$ cat src/rtl/div_seq_pkg.sv
// rtl/div_seq_pkg.sv - shared state encoding and sizing helper for the sequential divider
package div_seq_pkg;

  typedef enum logic [1:0] {
    DIV_IDLE = 2'd0,
    DIV_CALC = 2'd1,
    DIV_FIN  = 2'd2
  } div_state_e;

  // Bits needed to hold the step counter, which runs WIDTH-1 down to 0.
  function automatic int cnt_width(input int w);
    return (w <= 2) ? 1 : $clog2(w);
  endfunction

endpackage

$ cat src/rtl/div_step.sv
// rtl/div_step.sv - one restoring shift-and-subtract step of the divider
module div_step #(
  parameter int WIDTH = 32
) (
  input  logic [WIDTH-1:0] r,
  input  logic [WIDTH-1:0] q,
  input  logic [WIDTH-1:0] d,
  output logic [WIDTH-1:0] r_next,
  output logic [WIDTH-1:0] q_next
);

  logic [WIDTH:0]   r_sh;
  logic [WIDTH+1:0] sum;
  logic             no_borrow;
  logic             unused_sum_msb;

  // Shift the top quotient bit into the partial remainder.
  assign r_sh = {r, q[WIDTH-1]};

  // r_sh - d as r_sh + ~d + 1; the carry out of the top bit means no borrow.
  assign sum = {1'b0, r_sh} + {1'b0, ~{1'b0, d}} + {{(WIDTH+1){1'b0}}, 1'b1};
  assign no_borrow = sum[WIDTH+1];

  // On no borrow the difference is below d, so it always fits in WIDTH bits.
  assign unused_sum_msb = sum[WIDTH];

  assign r_next = no_borrow ? sum[WIDTH-1:0] : r_sh[WIDTH-1:0];
  assign q_next = {q[WIDTH-2:0], no_borrow};

endmodule

$ cat src/rtl/div_seq.sv
// rtl/div_seq.sv - iterative restoring divider, signed/unsigned, start/busy/done handshake
module div_seq
  import div_seq_pkg::*;
#(
  parameter int WIDTH = 32
) (
  input  logic             clk,
  input  logic             rst_n,
  input  logic             start,
  input  logic             is_signed,
  input  logic [WIDTH-1:0] dividend,
  input  logic [WIDTH-1:0] divisor,
  output logic             busy,
  output logic             done,
  output logic [WIDTH-1:0] quotient,
  output logic [WIDTH-1:0] remainder,
  output logic             div_by_zero
);

  localparam int CW = cnt_width(WIDTH);

  div_state_e       state_q, state_d;
  logic [CW-1:0]    cnt_q, cnt_d;
  logic [WIDTH-1:0] r_q, r_d;
  logic [WIDTH-1:0] q_q, q_d;
  logic [WIDTH-1:0] dv_q, dv_d;
  logic             qneg_q, qneg_d;
  logic             rneg_q, rneg_d;
  logic             dz_q, dz_d;
  logic             done_q, done_d;
  logic [WIDTH-1:0] quot_q, quot_d;
  logic [WIDTH-1:0] rem_q, rem_d;
  logic             dbz_q, dbz_d;

  logic [WIDTH-1:0] a_mag;
  logic [WIDTH-1:0] b_mag;
  logic [WIDTH-1:0] r_next;
  logic [WIDTH-1:0] q_next;

  // Magnitudes in WIDTH-bit unsigned; the most negative value maps to 2^(WIDTH-1).
  assign a_mag = (is_signed && dividend[WIDTH-1]) ? (~dividend + 1'b1) : dividend;
  assign b_mag = (is_signed && divisor[WIDTH-1])  ? (~divisor + 1'b1)  : divisor;

  div_step #(.WIDTH(WIDTH)) u_step (
    .r      (r_q),
    .q      (q_q),
    .d      (dv_q),
    .r_next (r_next),
    .q_next (q_next)
  );

  // State, datapath and output registers; reset aborts any op in flight.
  always_ff @(posedge clk or negedge rst_n) begin
    if (!rst_n) begin
      state_q <= DIV_IDLE;
      cnt_q   <= '0;
      r_q     <= '0;
      q_q     <= '0;
      dv_q    <= '0;
      qneg_q  <= 1'b0;
      rneg_q  <= 1'b0;
      dz_q    <= 1'b0;
      done_q  <= 1'b0;
      quot_q  <= '0;
      rem_q   <= '0;
      dbz_q   <= 1'b0;
    end else begin
      state_q <= state_d;
      cnt_q   <= cnt_d;
      r_q     <= r_d;
      q_q     <= q_d;
      dv_q    <= dv_d;
      qneg_q  <= qneg_d;
      rneg_q  <= rneg_d;
      dz_q    <= dz_d;
      done_q  <= done_d;
      quot_q  <= quot_d;
      rem_q   <= rem_d;
      dbz_q   <= dbz_d;
    end
  end

  // Next-state: accept in IDLE, one step per cycle in CALC, sign fix-up and publish in FIN.
  always_comb begin
    state_d = state_q;
    cnt_d   = cnt_q;
    r_d     = r_q;
    q_d     = q_q;
    dv_d    = dv_q;
    qneg_d  = qneg_q;
    rneg_d  = rneg_q;
    dz_d    = dz_q;
    done_d  = 1'b0;
    quot_d  = quot_q;
    rem_d   = rem_q;
    dbz_d   = dbz_q;

    case (state_q)
      DIV_IDLE: begin
        if (start) begin
          qneg_d = is_signed & (dividend[WIDTH-1] ^ divisor[WIDTH-1]);
          rneg_d = is_signed & dividend[WIDTH-1];
          dv_d   = b_mag;
          r_d    = '0;
          cnt_d  = CW'(WIDTH - 1);
          if (divisor == '0) begin
            // Keep the raw dividend; it becomes the remainder unchanged.
            dz_d    = 1'b1;
            q_d     = dividend;
            state_d = DIV_FIN;
          end else begin
            dz_d    = 1'b0;
            q_d     = a_mag;
            state_d = DIV_CALC;
          end
        end
      end
      DIV_CALC: begin
        r_d   = r_next;
        q_d   = q_next;
        cnt_d = cnt_q - CW'(1);
        if (cnt_q == '0) begin
          state_d = DIV_FIN;
        end
      end
      DIV_FIN: begin
        done_d  = 1'b1;
        state_d = DIV_IDLE;
        if (dz_q) begin
          quot_d = '1;
          rem_d  = q_q;
          dbz_d  = 1'b1;
        end else begin
          quot_d = qneg_q ? (~q_q + 1'b1) : q_q;
          rem_d  = rneg_q ? (~r_q + 1'b1) : r_q;
          dbz_d  = 1'b0;
        end
      end
      default: begin
        state_d = DIV_IDLE;
      end
    endcase
  end

  assign busy        = (state_q != DIV_IDLE);
  assign done        = done_q;
  assign quotient    = quot_q;
  assign remainder   = rem_q;
  assign div_by_zero = dbz_q;

endmodule
$ cat config.mk
export PLATFORM = sky130hd
export DESIGN_NAME = div_seq
export DESIGN_NICKNAME = d
export VERILOG_FILES = /design/src/rtl/div_seq_pkg.sv /design/src/rtl/div_step.sv /design/src/rtl/div_seq.sv
export SDC_FILE = /design/constraint.sdc
export NUM_CORES = 1
export LEC_CHECK = 0
export ABC_AREA = 1
export BUFFER_PORTS_ARGS = -buffer_cell sky130_fd_sc_hd__buf_2
export CAP_MARGIN = 20
export CORE_MARGIN = 10
export CORE_UTILIZATION = 40
export DETAILED_ROUTE_END_ITERATION = 16
export SLEW_MARGIN = 40
export SYNTH_ARGS = -nofsm -noshare
export SYNTH_HDL_FRONTEND = slang
export SYNTH_HIERARCHICAL = 1
export SYNTH_SLANG_ARGS = --single-unit
$ cat constraint.sdc
create_clock -name clk -period 3.4 [get_ports clk]
set_input_delay 0.34 -clock clk [delete_from_list [all_inputs] [get_ports clk]]
set_output_delay 0.34 -clock clk [all_outputs]
set_load 0.1 [all_outputs]
==> impl_metrics.json <==
{
  "end_kind": "register",
  "postRouteAntennaNets": 0,
  "cts_buffer_depth": 2,
  "start_util_pct": 40.5,
  "crit_type": "reg -> reg",
  "dieWidth_um": 205,
  "pin_count": 135,
  "fin_skew_ns": 0.0145,
  "slew_headroom_pct": 48.4,
  "drive_above_1_share_pct": 10.6,
  "rsz0062_at_grt": "no",
  "cts_root_buffer": "clkbuf_16",
  "final_nets": 2282,
  "htreeDepth": 4,
  "cpMostUsedCell": "nand2_1",
  "cts_tree": "done",
  "hold_class": "in -> reg",
  "placed_area_um2": 14400,
  "ys_async_sr_fraction_pct": 100,
  "grt_pass1_vias": 13300,
  "die_h_um": 205,
  "antenna_found_initial": 0,
  "avgRoutedWirePerCell_um": 18.0,
  "insertion_delay_ns": 0.45,
  "drt_first_pass_iters": 6,
  "cp_slowest_stage_delay_ns": 0.50,
  "slew_violations": 0,
  "status": "complete, no violations",
  "gp_congestion": 1.01,
  "antenna_cells": 0,
  "worst_ep_required_time_ns": 3.73,
  "yosysWarnings": 6,
  "post-route-drc-count": 0,
  "synth_ff_type": "dfrtp_1",
  "ys_types": 54,
  "post-route-period-util_pct": 83.2,
  "synth_nets": 2208,
  "io_buffers": 134,
  "holdBufCountCts": 1,
  "syn-cell-area_um2": 13600,
  "cts_resized": 0,
  "synth.avg_cell_area_um2": 6.48,
  "setup_violations": 0,
  "grt_remaining_overflow": 0,
  "finalInstanceArea_um2": 15100,
  "drt-total-wl_um": 47600,
  "drt_iter0_drc": 1281,
  "grt_max_degree": 92,
  "critical_path.max_fanout": 34,
  "synth_top_area_share_pct": 31.6,
  "cts_sinks": 172,
  "tightest_slew_ns": 0.774,
  "grt_pass1_wl_um": 74600,
  "period_needed_ns": 2.83,
  "finalHoldViolations": 0,
  "holdWs_ns": 0.195,
  "clk_pin_slew_ns": 0.07,
  "setup_tns_ns": 0,
  "grt_use_total_pct": 22.6,
  "arrival_ns": 3.16,
  "synth_edf_count": 0,
  "fin_util_pct": 44.8,
  "cap_violations": 0,
  "core_um2": 33600,
  "dr_total_vias": 13900,
  "dieArea_um2": 41900,
  "path_cells": "ha_1 > nand2_1 > nand2_1 > inv_1 > nand2_1 > inv_2 > nand3_2 > nand2_2 > nand2_2 > nand2_4 > nand2_8 > nand3_1 > nand2_1 > a32o_1",
  "yosys.area.top_type": "dfrtp_1",
  "yosysSeqAreaShare_pct": 31.6,
  "cts_setup_buffers": 0,
  "place_hpwl_um": 37600,
  "fmax_mhz": 354,
  "cts_buffers": 17,
  "synth_cells": 2102,
  "cp-start-kind": "register",
  "netlist_top_cells_area": "dfrtp_1 (32%), nand2_1 (18%), inv_1 (8.4%)",
  "synth_seq_cells": 172,
  "detail_route.vias_per_cell": 5.25,
  "area_growth_pct": 10.5,
  "slowest_stage": "dfrtp_1",
  "rows": 67
}
path summary, 6_finish.rpt:
path / from / end / slack (ns) / cells past startpoint
max reg2reg: r_q[7]$_DFFE_PN0P_ / r_q[31]$_DFFE_PN0P_ / 0.57 / 14
min in group asynchronous: rst_n / dv_q[28]$_DFFE_PN0P_ / 0.53 / 2
max: r_q[7]$_DFFE_PN0P_ / r_q[31]$_DFFE_PN0P_ / 0.57 / 14
max in group asynchronous: rst_n / quotient[5]$_DFFE_PN0P_ / 1.98 / 3
min reg2reg: dv_q[19]$_DFFE_PN0P_ / dv_q[19]$_DFFE_PN0P_ / 0.48 / 2
min: divisor[30] / dv_q[30]$_DFFE_PN0P_ / 0.19 / 3
worst max-delay path, delay by kind of cell, from the launching register on:
kind | cells | cell delay [ns]
DFF | 1 | 0.50
buffers and inverters | 2 | 0.14
AOI/OAI and AO/OA | 1 | 0.27
adders and majority gates | 1 | 0.42
and+or+nand+nor | 10 | 1.39
final cells by class:
type | instances | area [µm²]
multi-input combinational | 1523 | 7600
timing repair buffer | 151 | 811
inverter | 311 | 1170
clock buffer | 19 | 433
tap | 448 | 561
clock inverter | 13 | 179
fill | 3588 | 18600
sequential | 172 | 4300
synthesized netlist by cell type, types with 7 or more instances:
cell      instances
a21oi_1          28
nand4_1          23
buf_2            13
o211ai_1          8
nand2_1         653
xor2_1           53
nand3_1         217
a31oi_1          13
o21bai_1         15
and2_1           11
nand3b_1          8
buf_1             7
ha_1             37
dfrtp_1         172
buf_4            33
o221ai_1          9
a22oi_1          33
o21ai_0         113
o21ai_1           9
nand3_2          11
inv_1           305
nor2_2            7
clkbuf_1         36
o22ai_1           9
nor3_1           29
nor2_1          181
or2_2             9
placed cells by master (no fill, tap or decap), types with 4 or more instances in the layout:
master	count
nand3_1	217
nor3_1	29
ha_1	37
o21ai_0	113
nand4_1	23
inv_2	6
inv_6	4
clkbuf_16	17
nor2_4	6
o31ai_1	4
o21bai_1	15
inv_1	303
o21ai_1	9
o221ai_1	9
nand2_1	653
buf_4	16
a22oi_1	33
xor2_1	53
o22ai_1	9
nand3b_1	8
and2_1	11
buf_2	133
a31oi_1	13
dfrtp_1	172
nand2_2	4
o211ai_1	8
nor2_2	7
nand3_2	11
or2_2	9
a21oi_1	28
nor2_1	179
xnor2_1	5
kinds of logic after synthesis:
group,synth area share (%)
adder cells (fa/ha/maj),3.54
XOR/XNOR,3.73
AO/OA/AOI/OAI,11.2
AND/OR/NAND/NOR,37.2
flip-flops,31.6
buffers and inverters,12.8
stage by stage:
stage,worst slack [ns],std cells
after floorplan,1.34,2102
after global placement,0.661,2604
after detailed placement,0.609,2604
after CTS,0.596,2637
after global routing,0.422,2637
final,0.573,2637
per-layer routing:
layer | track usage (%) | part of all wire [%]
met2 | 34.9 | 45
met3 | 3.16 | 6.7
met5 | 0 | 0
met1 | 31.9 | 47
met4 | 6.80 | 2.2
registers in the layout, summed over array words and instances, names as in the netlist:
register,count
cnt_q,5
dz_q,1
div_by_zero,1
done,1
q_q,32
rneg_q,1
quotient,32
dv_q,32
remainder,32
qneg_q,1
state_q,2
r_q,32
Power is left out: the tool's default activity adds up to more than one toggle a clock period on the data nets, which glitch-free logic cannot reach.
